===== config.mk =====
export PLATFORM = sky130hd
export DESIGN_NAME = dl_core_p
export DESIGN_NICKNAME = d
export VERILOG_FILES = /design/src/rtl/dl_core_pkg.sv /design/src/rtl/dl_core_alu.sv /design/src/rtl/dl_core_p.sv
export SDC_FILE = /design/constraint.sdc
export NUM_CORES = 1
export LEC_CHECK = 0
export BUFFER_PORTS_ARGS = -buffer_cell sky130_fd_sc_hd__buf_2
export CORE_MARGIN = 4
export CORE_UTILIZATION = 25
export DETAILED_ROUTE_END_ITERATION = 8
export SLEW_MARGIN = 10
export SYNTH_ARGS = -nofsm -noshare
export SYNTH_HDL_FRONTEND = slang
export SYNTH_HIERARCHICAL = 1
export SYNTH_SLANG_ARGS = --single-unit

===== constraint.sdc =====
create_clock -name clk -period 4 [get_ports clk]
set_input_delay 0.2 -clock clk [delete_from_list [all_inputs] [get_ports clk]]
set_output_delay 0.2 -clock clk [all_outputs]
set_load 0.1 [all_outputs]

===== src/rtl/dl_core_pkg.sv =====
// ============================================================================
//  Module   : dl_core_pkg
//  Purpose  : Shared opcodes, register indices and FSM state type for the
//             DL parametrised micro core (dl_core_p / dl_core_alu).
//  Revision : 1.0  initial release
// ============================================================================
`default_nettype none

package dl_core_pkg;

   // Opcode field is ir[7:3]; grouped opcodes are given as their fixed prefix
   localparam logic [1:0] OP_MOV  = 2'b00;      // 00ddd : rd <= rs
   localparam logic [4:0] OP_ADD  = 5'b01000;
   localparam logic [4:0] OP_OR   = 5'b01001;
   localparam logic [4:0] OP_AND  = 5'b01010;
   localparam logic [4:0] OP_XOR  = 5'b01011;
   localparam logic [4:0] OP_INC  = 5'b01100;
   localparam logic [4:0] OP_NOT  = 5'b01101;
   localparam logic [4:0] OP_SHR  = 5'b01110;
   localparam logic [4:0] OP_SHL  = 5'b01111;
   localparam logic [3:0] OP_JNC  = 4'b1000;    // 1000i
   localparam logic [3:0] OP_JMP  = 4'b1001;    // 1001i
   localparam logic [3:0] OP_SET  = 4'b1010;    // 1010i
   localparam logic [3:0] OP_NOP  = 4'b1011;    // 1011x
   localparam logic [4:0] OP_HALT = 5'b11000;   // other 11xxx are NOPs

   // Register indices with special meaning
   localparam logic [2:0] R_ACC = 3'd0;
   localparam logic [2:0] R_IN  = 3'd5;
   localparam logic [2:0] R_OUT = 3'd6;
   localparam logic [2:0] R_PC  = 3'd7;

   typedef enum logic [1:0] {
      ST_FETCH = 2'd0,
      ST_EXEC  = 2'd1,
      ST_HALT  = 2'd2
   } state_t;

   // Destination register of an instruction: MOV names it, unary ops write
   // back to their source, everything else targets the accumulator.
   function automatic logic [2:0] dest_of(input logic [7:0] ir);
      if (ir[7:6] == OP_MOV)
         return ir[5:3];
      else if (ir[7:5] == 3'b011)
         return ir[2:0];
      else
         return R_ACC;
   endfunction

endpackage

`default_nettype wire


===== src/rtl/dl_core_alu.sv =====
// ============================================================================
//  Module   : dl_core_alu
//  Purpose  : Combinational datapath of the DL core. a = r0, b = selected
//             operand (source register, or imm4 for SET). Produces result,
//             carry out and a write-enable for the destination register.
//  Revision : 1.0  initial release
// ============================================================================
`default_nettype none

module dl_core_alu
   import dl_core_pkg::*;
#(
   parameter int DATA_W = 4
) (
   input  logic [4:0]        op,
   input  logic [DATA_W-1:0] a,
   input  logic [DATA_W-1:0] b,
   input  logic              c_in,
   output logic [DATA_W-1:0] result,
   output logic              c_out,
   output logic              we
);

   logic [DATA_W:0] w_sum;

   // Decode the opcode into a result; carry is preserved unless the op defines it
   always_comb begin
      result = '0;
      c_out  = c_in;
      we     = 1'b0;
      w_sum  = '0;
      if (op[4:3] == OP_MOV) begin
         result = b;
         we     = 1'b1;
      end else begin
         case (op)
            OP_ADD: begin
               w_sum  = {1'b0, a} + {1'b0, b};
               result = w_sum[DATA_W-1:0];
               c_out  = w_sum[DATA_W];
               we     = 1'b1;
            end
            OP_OR:  begin result = a | b; we = 1'b1; end
            OP_AND: begin result = a & b; we = 1'b1; end
            OP_XOR: begin result = a ^ b; we = 1'b1; end
            OP_INC: begin
               w_sum  = {1'b0, b} + {{DATA_W{1'b0}}, 1'b1};
               result = w_sum[DATA_W-1:0];
               c_out  = w_sum[DATA_W];
               we     = 1'b1;
            end
            OP_NOT: begin result = ~b; we = 1'b1; end
            OP_SHR: begin
               result = b >> 1;
               c_out  = b[0];
               we     = 1'b1;
            end
            OP_SHL: begin
               result = b << 1;
               c_out  = b[DATA_W-1];
               we     = 1'b1;
            end
            default: begin
               // SET passes the immediate through; jumps, NOP and HALT write nothing
               if (op[4:1] == OP_SET) begin
                  result = b;
                  we     = 1'b1;
               end
            end
         endcase
      end
   end

endmodule

`default_nettype wire


===== src/rtl/dl_core_p.sv =====
// ============================================================================
//  Module   : dl_core_p
//  Purpose  : Parametrised DL micro core. FETCH/EXEC state machine with a
//             req/ack instruction-fetch handshake, r0..r6 register file
//             (r5 = btn sample, r6 = led), r7 aliases the program counter.
//  Config   : DL_CORE_TRACE_EN adds retire / retire_pc / retire_ir outputs.
//  Revision : 1.0  initial release
// ============================================================================
`default_nettype none

module dl_core_p
   import dl_core_pkg::*;
#(
   parameter int DATA_W = 4,
   parameter int PC_W   = 4
) (
   input  logic              clk,
   input  logic              reset,
   input  logic [DATA_W-1:0] btn,
   output logic [DATA_W-1:0] led,
   output logic              imem_req,
   output logic [PC_W-1:0]   imem_addr,
   input  logic              imem_ack,
   input  logic [7:0]        imem_data,
   output logic              halted
`ifdef DL_CORE_TRACE_EN
   ,
   output logic              retire,
   output logic [PC_W-1:0]   retire_pc,
   output logic [7:0]        retire_ir
`endif
);

   state_t            r_state;
   logic [7:0]        r_ir;
   logic [PC_W-1:0]   r_pc;
   logic              r_c;
   logic              r_req;
   logic              r_halted;
   logic [DATA_W-1:0] r_rf [0:6];

   logic [4:0]        w_op;
   logic [2:0]        w_sss;
   logic [3:0]        w_imm;
   logic [2:0]        w_dest;
   logic [DATA_W-1:0] w_rd [0:7];
   logic [DATA_W-1:0] w_b;
   logic [DATA_W-1:0] w_alu_res;
   logic              w_alu_c;
   logic              w_alu_we;
   logic              w_jump;
   logic [PC_W-1:0]   w_jump_pc;
   logic [PC_W-1:0]   w_next_pc;

   assign w_op   = r_ir[7:3];
   assign w_sss  = r_ir[2:0];
   assign w_imm  = r_ir[3:0];          // {op[0], sss}
   assign w_dest = dest_of(r_ir);

   // Read view of r0..r7; r7 is the pc resized to the datapath width
   always_comb begin
      for (int i = 0; i < 7; i++)
         w_rd[i] = r_rf[i];
      w_rd[7] = DATA_W'(r_pc);
   end

   assign w_b = (w_op[4:1] == OP_SET) ? DATA_W'(w_imm) : w_rd[w_sss];

   dl_core_alu #(
      .DATA_W (DATA_W)
   ) u_alu (
      .op     (w_op),
      .a      (w_rd[R_ACC]),
      .b      (w_b),
      .c_in   (r_c),
      .result (w_alu_res),
      .c_out  (w_alu_c),
      .we     (w_alu_we)
   );

   // Jumps stay within the current 16-word page
   assign w_jump    = (w_op[4:1] == OP_JMP) || ((w_op[4:1] == OP_JNC) && !r_c);
   assign w_jump_pc = (r_pc & ~PC_W'(4'hF)) | PC_W'(w_imm);

   // Next pc: jump target, explicit r7 load, or sequential increment
   always_comb begin
      if (w_jump)
         w_next_pc = w_jump_pc;
      else if (w_alu_we && (w_dest == R_PC))
         w_next_pc = PC_W'(w_alu_res);
      else
         w_next_pc = r_pc + PC_W'(1);
   end

   // Core state machine: fetch handshake, execute/commit, halt
   always_ff @(posedge clk or negedge reset) begin
      if (!reset) begin
         r_state  <= ST_FETCH;
         r_req    <= 1'b0;
         r_halted <= 1'b0;
         r_ir     <= '0;
         r_pc     <= '0;
         r_c      <= 1'b0;
         for (int i = 0; i < 7; i++)
            r_rf[i] <= '0;
      end else begin
         // Input port is sampled every cycle, whatever the core is doing
         r_rf[R_IN] <= btn;
         case (r_state)
            ST_FETCH: begin
               // First cycle after reset raises the request; afterwards wait for ack
               if (!r_req) begin
                  r_req <= 1'b1;
               end else if (imem_ack) begin
                  r_ir    <= imem_data;
                  r_req   <= 1'b0;
                  r_state <= ST_EXEC;
               end
            end
            ST_EXEC: begin
               r_c  <= w_alu_c;
               r_pc <= w_next_pc;
               for (int i = 0; i < 7; i++) begin
                  if (w_alu_we && (w_dest == 3'(i)) && (3'(i) != R_IN))
                     r_rf[i] <= w_alu_res;
               end
               if (w_op == OP_HALT) begin
                  r_state  <= ST_HALT;
                  r_halted <= 1'b1;
               end else begin
                  r_state  <= ST_FETCH;
                  r_req    <= 1'b1;
               end
            end
            ST_HALT: begin
               r_state <= ST_HALT;
            end
            default: begin
               r_state <= ST_FETCH;
               r_req   <= 1'b0;
            end
         endcase
      end
   end

   assign led       = r_rf[R_OUT];
   assign imem_req  = r_req;
   assign imem_addr = r_pc;
   assign halted    = r_halted;

`ifdef DL_CORE_TRACE_EN
   logic w_retire;
   assign w_retire  = (r_state == ST_EXEC);
   assign retire    = w_retire;
   assign retire_pc = w_retire ? r_pc : '0;
   assign retire_ir = w_retire ? r_ir : '0;
`endif

endmodule

`default_nettype wire


### Word-level counts from Yosys, hierarchy flattened

Cells that the tools add are included.

* add/subtract/negate cells: 3
* magnitude comparators: 1
* equality and inequality tests: 24
* mux-type cells: 23
* bitwise operators: 7
* reductions and logical operators: 26

Operators by type and width (number)
* 5-bit by 4-bit == test with 1-bit output, second input constant: 8
* 4-bit case mux with 8 select lines: 1
* 4-bit 2-to-1 mux: 7
* 2-bit AND reduction: 9
* 4-bit binary-select mux with 3-bit select: 1
* 4-bit == test, second input constant: 3
* 3-bit by 2-bit == test with 1-bit output, second input constant: 3
* 3-bit == test, second input constant: 3
* 1-bit logical AND: 8
* 8-bit OR reduction: 1
* 1-bit 2-to-1 mux: 6
* 2-bit 2-to-1 mux: 3
* 3-bit 2-to-1 mux: 2
* 2-bit != test, second input constant: 3
* 2-bit case mux with 3 select lines: 1
* 3-bit AND reduction: 2
* 4-bit by 1-bit adder with 5-bit output, second input constant: 1
* 4-bit by 4-bit adder with 5-bit output: 1
* 5-bit == test, second input constant: 1
* 4-bit by 1-bit adder with 4-bit output, second input constant: 1
* 4-bit AND: 1
* 4-bit greater-or-equal comparator, second input constant: 1
* 2-bit zero test: 2
* 3-bit NOT with 4-bit output: 1
* other kinds (13): 14

* register bits after elaboration: 45
* bits of input ports: 15
* output and inout port bits: 10
* word-level logic and storage cells: 97

### Longest topological paths before layout

Gate-level depths: netlist of run 1.

* word-level depth: 10
* mapped depth: 14
* mapped depth without buffers: 14

### By module

Netlist of run 1, hierarchy kept.

Modules (own cells, without submodules)
* dl_core_p: instances 1, cells an instance 188, area each 2361.0 µm², seq. area each 1126.1 µm²
* dl_core_alu: instances 1, cells an instance 93, area each 658.1 µm², seq. area each 0.0 µm²

### Worst setup path before layout of run 1

Ideal clock, no wire load.

* path type: reg2reg
* from: reg r_pc[0], in the netlist imem_addr[0]
* to: reg r_pc[1], in the netlist imem_addr[1]
* setup time: 69 ps
* data arrival time: 3674 ps
* required time: 3931 ps
* setup slack: 257 ps
* cell stages (with the launch flop): 14
* path buffers: 0
* period minus slack after synthesis: 3743 ps
* cell sequence: dfrtp_1 mux4_2 o21ai_0 o21ai_0 ha_1 inv_1 fa_1 mux2_2 o32ai_1 a31oi_1 o221ai_1 o221a_2 nand4_1 nand3_1

* cells in the longest elaborated chain, start to end: 9
* elaborated cells between the ends (all ways): 11
* classes of those cells: add/sub: 3; mux: 8

Ends and longest elaborated chain
* start, declared: line dl_core_p.sv:36 `logic [PC_W-1:0] r_pc;`
* start signal, assigned: line dl_core_p.sv:122 `r_pc <= w_next_pc;`
* 4-bit binary-select mux with 3-bit select (*): line dl_core_p.sv:67 `assign w_b = (w_op[4:1] == OP_SET) ? DATA_W'(w_imm) : w_rd[w_sss];`
* 4-bit 2-to-1 mux (not written as such) (*) (2 in a row): line dl_core_p.sv:67
* 4-bit 2-to-1 mux (*): line dl_core_p.sv:67
* via w_b[0]: line dl_core_p.sv:47 `logic [DATA_W-1:0] w_b;`
* 4-bit by 1-bit adder with 5-bit output / 4-bit by 4-bit adder with 5-bit output (equally long branches): line dl_core_alu.sv:47, dl_core_alu.sv:38
* 4-bit case mux with 8 select lines (*): line dl_core_alu.sv:36 `case (op)`
* 4-bit 2-to-1 mux (*): line dl_core_alu.sv:32 `if (op[4:3] == OP_MOV) begin`
* via w_alu_res[1]: line dl_core_p.sv:48 `logic [DATA_W-1:0] w_alu_res;`
* 4-bit 2-to-1 mux (*): line dl_core_p.sv:89 `else if (w_alu_we && (w_dest == R_PC))`
* 4-bit 2-to-1 mux (*): line dl_core_p.sv:87 `if (w_jump)`

Mark *: on every way through the listed nets, which the timed path passes. The rest lies on a longest branch. The select of a mux whose other input is x is not followed.
A chain may end at the register's enable or synchronous reset.

### Worst setup path after layout of run 1

* from: reg r_ir[7]
* to: reg r_pc[1], in the netlist imem_addr[1]

* cells in the longest elaborated chain, start to end: 7
* elaborated cells between the ends (all ways): 35
* classes of those cells: add/sub: 2; eq/ne: 13; mux: 11; bitwise: 4; reduce/logical: 5

Ends and longest elaborated chain
* start, declared: line dl_core_p.sv:35 `logic [7:0] r_ir;`
* start signal, assigned: line dl_core_p.sv:115 `r_ir <= imem_data;`
* 4-bit == test (*): line dl_core_p.sv:67
* 4-bit 2-to-1 mux (*): line dl_core_p.sv:67
* via w_b[0]: line dl_core_p.sv:47
* 4-bit by 1-bit adder with 5-bit output / 4-bit by 4-bit adder with 5-bit output (equally long branches): line dl_core_alu.sv:47, dl_core_alu.sv:38
* 4-bit case mux with 8 select lines (*): line dl_core_alu.sv:36
* 4-bit 2-to-1 mux (*): line dl_core_alu.sv:32
* via w_alu_res[1]: line dl_core_p.sv:48
* 4-bit 2-to-1 mux (*): line dl_core_p.sv:89
* 4-bit 2-to-1 mux (*): line dl_core_p.sv:87

Mark *: on every way through the listed nets, which the timed path passes. The rest lies on a longest branch.

==> results of run 1 <==
worst paths after layout:
path                                      from                        to  slack (ns)  depth (start not counted)
max                        r_ir[7]$_DFFE_PN0P_  imem_addr[1]$_DFFE_PN0P_        0.30                         14
min                                     btn[2]         r_rf[6]$_DFF_PN0_        0.02                          1
max reg2reg                r_ir[7]$_DFFE_PN0P_  imem_addr[1]$_DFFE_PN0P_        0.30                         14
min reg2reg                 halted$_DFFE_PN0P_        halted$_DFFE_PN0P_        0.49                          1
max in group asynchronous                reset      r_rf[13]$_DFFE_PN0P_        3.31                          1
min in group asynchronous                reset  imem_addr[0]$_DFFE_PN0P_        0.08                          1
sequential cells by signal (all words and copies together) (netlist names):
| signal | count |
|---|---|
| r_state | 2 |
| imem_req | 1 |
| imem_addr | 4 |
| halted | 1 |
| r_rf | 24 |
| r_ir | 8 |
| r_c | 1 |
| led | 4 |
through the flow:
| stage | util, % | hold slack [ns] | cell area (µm²) | worst slack (ns) | instances |
|---|---|---|---|---|---|
| after floorplan | - | -0.0956 | 3020 | 0.257 | 281 |
| after global placement | 28.3 | 0.308 | 3290 | 0.442 | 440 |
| final | 29.6 | 0.0181 | 3440 | 0.305 | 448 |
| after global routing | 29.6 | 0.0141 | 3440 | 0.0149 | 448 |
| after CTS | 29.6 | 0.0155 | 3440 | 0.323 | 448 |
| after detailed placement | 28.3 | 0.310 | 3290 | 0.342 | 440 |
routing by layer:
layer	vias up	routed length, µm	track usage [%]
met5	-	0	0
met4	0	140	2.64
met3	16	300	1.68
met2	65	3670	17.9
met1	1158	3390	14.8
li1	1100	-	-
cell families after synthesis:
family | Yosys count
XOR/XNOR | 1
flip-flops | 45
AND/OR/NAND/NOR | 80
multiplexers | 47
adder cells (fa/ha/maj) | 11
buffers and inverters | 31
AO/OA/AOI/OAI | 66
worst max-delay path: stages, from the launching register on:
cell,delay [ns]
dfrtp_1,0.52
nor2b_1,0.32
and3b_1,0.27
o21ai_0,0.10
o21ai_1,0.28
ha_1,0.29
inv_1,0.07
fa_1,0.43
mux2_2,0.27
o32ai_1,0.25
a31oi_1,0.07
o221ai_1,0.31
o221a_2,0.25
nand4_1,0.09
nand3_1,0.12
Yosys cell counts (all sizes together) (2+ instances only):
| cell | count | share of area (%) |
|---|---|---|
| o21bai | 4 | 0.99 |
| a31oi | 8 | 1.7 |
| nand3 | 12 | 2.3 |
| mux4 | 8 | 6.0 |
| nor3 | 5 | 1.2 |
| nand2 | 14 | 1.7 |
| nor4 | 4 | 0.83 |
| nand2b | 10 | 2.2 |
| o21ai | 17 | 2.8 |
| o21a | 2 | 0.50 |
| nand3b | 3 | 0.75 |
| o32ai | 2 | 0.58 |
| ha | 10 | 4.1 |
| clkbuf | 6 | 0.75 |
| buf | 14 | 3.3 |
| nand4 | 4 | 0.83 |
| nor3b | 2 | 0.83 |
| mux2i | 5 | 1.7 |
| o221ai | 3 | 0.87 |
| nor2b | 8 | 1.7 |
| nor2 | 7 | 0.87 |
| a21o | 4 | 0.99 |
| and3 | 3 | 0.62 |
| inv | 11 | 1.4 |
| a21oi | 11 | 2.4 |
| dfrtp | 45 | 37 |
| mux2 | 34 | 13 |
| a31o | 2 | 0.58 |
| or3b | 2 | 0.66 |
area by class of cell:
| class | count | area [µm²] |
|---|---|---|
| Timing Repair Buffer | 36 | 210 |
| Sequential cell | 45 | 1130 |
| Clock buffer | 6 | 139 |
| Inverter | 11 | 41.3 |
| Fill cell | 1198 | 8170 |
| Tap cell | 143 | 179 |
| Multi-Input combinational cell | 205 | 1730 |
| Clock inverter | 2 | 17.5 |
repair_timing:
| action | 4_1_cts | 5_1_grt |
|---|---|---|
| hold endpoints to repair | 0 | 0 |
| setup endpoints to repair | 0 | 1 |
| resized for setup | 0 | 1 |
==> metrics.yaml, run 1 <==
gp_congestion: 0.955
clock_latency_ns: 0.28
ys_seq_area_share_pct: 37.3
worstPathMaxFanout: 10
wl_per_cell_um: 16.7
ys_ff_latch: 45
cts_tree: "yes"
num_antenna_cells: 0
cts_max_level: 2
syn_avg_cell_area_um2: 10.7
hold_viol: 0
run_status: "finished, final reports clean"
die_x_um: 118
synth-compound-area-share_pct: 15.4
initial_core_util_pct: 26.0
post_cts.repair.setup_buffers: 0
mostFrequentLayoutCell: "dfrtp_1"
fp.dieH_um: 118
drv_cap: 0
cp_data_arrival_time_ns: 3.91
synth_top_family_by_area: "multiplexers"
first_pass_iters: 4
fin_crit_sh_pct: 92.4
cp-start-kind: "flop"
slew_headroom_pct: 33.9
dp_hpwl_um: 5550
synth_ff_type: "dfrtp_1"
nets: 330
ios: 25
synthXorXnorAreaFrac_pct: 0.290
required_ns: 4.22
synth_edf_count: 0
clock-sinks: 45
yosysUniqueCellTypes: 61
synthSimpleGateAreaFrac_pct: 16.0
antenna_found_initial: 0
port_buffers: 24
layout_common_cells: "dfrtp_1 (45), mux2_2 (29), buf_2 (24), o21ai_0 (15), nand2_1 (14)"
clkTransAtPathRegs_ns: 0.06
setup_viol: 0
grt_start_max_net_pins: 46
drtIter0Drc: 156
grt_pass1_vias: 2324
layout-drive-gt1-share_pct: 32.8
cts_hold_buffers: 0
core.rowCount: 39
grt_setup_unrepaired: "no"
syn_to_final_growth_pct: 14.0
routed_wl_um: 7500
core_um2: 11600
setup-tns-final_ns: 0
gr-total-overflow: 0
period_needed_ns: 3.70
maxSlewViolCount: 0
cts_buffer_depth: 2
cts_root_buf: "clkbuf_16"
cts_buffers: 5
synth.area.mux_share_pct: 20.8
crit_type: "reg2reg"
syn-cell-area_um2: 3020
worst_clock_skew_ns: 0.00574
async_flop_share_pct: 100
syn_inst: 281
worst_pin_slew_ns: 0.991
grt_usage_pct: 10.8
vias_per_cell: 5.22
ys_warn_count: 6
max_freq_mhz: 271
drc: 0
syn_nets: 307
ant_nets: 0
min_path_type: "in2reg"
grt_pass1_wl_um: 12400
crit_path_end_kind: "flop"
num_vias: 2339
synth_adder_area_share_pct: 4.81
die_area_um2: 13900
Power of run 1 is not shown: default switching activity piles up to over one toggle a cycle in this logic, so the estimate is an artifact.
==> inputs of run 2 (changes only) <==
- CORE_MARGIN: 4 -> not set
==> metrics.yaml, run 2 (same netlist as run 1, synthesis figures left out) <==
gr-total-overflow: 0  # unchanged
hold_end: "r_rf[7]$_DFF_PN0_"
die_area_um2: 12500  # -9.9%
clkTransAtPathRegs_ns: 0.06  # about the same
cts_max_level: 2  # unchanged
multiInputGateArea_um2: 1730  # unchanged
grt_start_max_net_pins: 46  # unchanged
hold_viol: 0  # unchanged
ctsResizeCount: 0  # unchanged
nets: 328  # -0.61%
die_x_um: 112  # -5.1%
grt_setup_unrepaired: "no"
first_pass_iters: 5  # +1
ff_latch_area_um2: 1130  # unchanged
grt_pass1_vias: 2378  # +2.3%
min_path_type: "in2reg"
max_freq_mhz: 269  # -0.54%
drtIter0Drc: 147  # -5.8%
num_vias: 2351  # +0.51%
setup-tns-final_ns: 0  # unchanged
grt_usage_pct: 12.4  # +1.5 points
drv_cap: 0  # unchanged
initial_core_util_pct: 26.0  # unchanged
maxSlewViolCount: 0  # unchanged
num_antenna_cells: 0  # unchanged
drc: 0  # unchanged
required_ns: 4.21  # about the same
crit_path_end_kind: "flop"
dp_hpwl_um: 5420  # -2.4%
cp-start-kind: "flop"
worst_clock_skew_ns: 0.00721  # +0.00147 ns
setup_viol: 0  # unchanged
top_regs: "r_rf: 24 flops, r_ir: 8 flops"
clock-sinks: 45  # unchanged
fin_crit_sh_pct: 92.9  # +0.50 points
cts_buffers: 5  # unchanged
rrSetupSlack_ns: 0.28  # -0.02 ns
cp_data_arrival_time_ns: 3.93  # +0.02 ns
mostFrequentLayoutCell: "dfrtp_1"
hold_depth: 1  # unchanged
reg2reg_depth: 14  # unchanged
vias_per_cell: 5.27  # +0.96%
worst_pin_slew_ns: 1.00  # +0.0127 ns
ant_nets: 0  # unchanged
slew_headroom_pct: 33.1  # -0.85 points
cts_buffer_depth: 2  # unchanged
nFillCells: 1227  # +2.4%
core.rowCount: 39  # unchanged
cts_root_buf: "clkbuf_16"
worst_r2r_endpoint: "imem_addr[1]$_DFFE_PN0P_"
syn_to_final_growth_pct: 13.0
final_util_pct: 29.4  # -0.27 points
cts_hold_buffers: 0  # unchanged
ios: 25  # unchanged
antenna_found_initial: 0  # unchanged
routed_wl_um: 7400  # -1.3%
post_cts.repair.setup_buffers: 0  # unchanged
wl_per_cell_um: 16.6  # -0.81%
layout-drive-gt1-share_pct: 31.7  # -1.1 points
worstPathMaxFanout: 10  # unchanged
regMostFlops: "r_rf"
largest_reg_flops: 24  # unchanged
clock_latency_ns: 0.28  # about the same
grt_pass1_wl_um: 12500  # +0.56%
hold_start: "btn[3]"
port_buffers: 24  # unchanged
run_status: "finished, final reports clean"
fp.dieH_um: 112  # -5.1%
layout_common_cells: "dfrtp_1 (45), mux2_2 (29), buf_2 (24), nand2_1 (14), o21ai_0 (14)"
gp_congestion: 0.885  # -7.4%
core_um2: 11600  # unchanged
cts_tree: "yes"
period_needed_ns: 3.72  # +0.0201 ns
crit_type: "reg2reg"
timing.rr.start: "r_ir[7]$_DFFE_PN0P_"
==> run 2: worst max-delay path by stage <==
stage	from	endpoint	depth (start not counted)
finish	r_ir[7]$_DFFE_PN0P_	imem_addr[1]$_DFFE_PN0P_	14
global route	r_ir[7]$_DFFE_PN0P_	imem_addr[1]$_DFFE_PN0P_	14
CTS	r_ir[1]$_DFFE_PN0P_	imem_addr[1]$_DFFE_PN0P_	13
detailed placement	r_ir[1]$_DFFE_PN0P_	imem_addr[1]$_DFFE_PN0P_	13
global placement	r_ir[1]$_DFFE_PN0P_	imem_addr[1]$_DFFE_PN0P_	13
floorplan	imem_addr[0]$_DFFE_PN0P_	imem_addr[1]$_DFFE_PN0P_	13
==> run 2: critical path, cell delays in order, from the launching register on <==
cell and delay, ns:
dfrtp_1 0.51, nor2b_1 0.26, and3b_1 0.27, o21ai_0 0.12, o21ai_1 0.28, ha_1 0.29, inv_1 0.06, fa_1 0.42
mux2_2 0.27, o32ai_1 0.25, a31oi_1 0.07, o221ai_1 0.35, o221a_2 0.27, nand4_1 0.09, nand3_1 0.12
==> run 2: cell type report <==
class,count,share of cell area [%]
Multi-Input combinational cell,205,50.7
Sequential cell,45,33.0
Timing Repair Buffer,34,5.72
Tap cell,143,5.25
Clock buffer,7,3.89
Inverter,11,1.21
Clock inverter,1,0.220
==> run 2: routing by layer <==
metal | vias to the layer above | track usage (%) | share of wire (%)
li1 | 1088 | - | -
met1 | 1166 | 17.1 | 45
met2 | 85 | 20.0 | 48
met3 | 12 | 1.69 | 4.7
met4 | 0 | 3.78 | 1.4
met5 | - | 0 | 0
==> run 2: stage by stage <==
step	instances	hold WS (ns)	area [µm²]	worst slack (ns)
final	446	0.0254	3410	0.285
after CTS	446	0.0193	3410	0.222
after global placement	438	0.309	3270	0.330
after floorplan	281	-0.0956	3020	0.257
after detailed placement	438	0.309	3270	0.238
after global routing	446	0.0249	3410	0.0392
Power of run 2 is left out for the same reason.
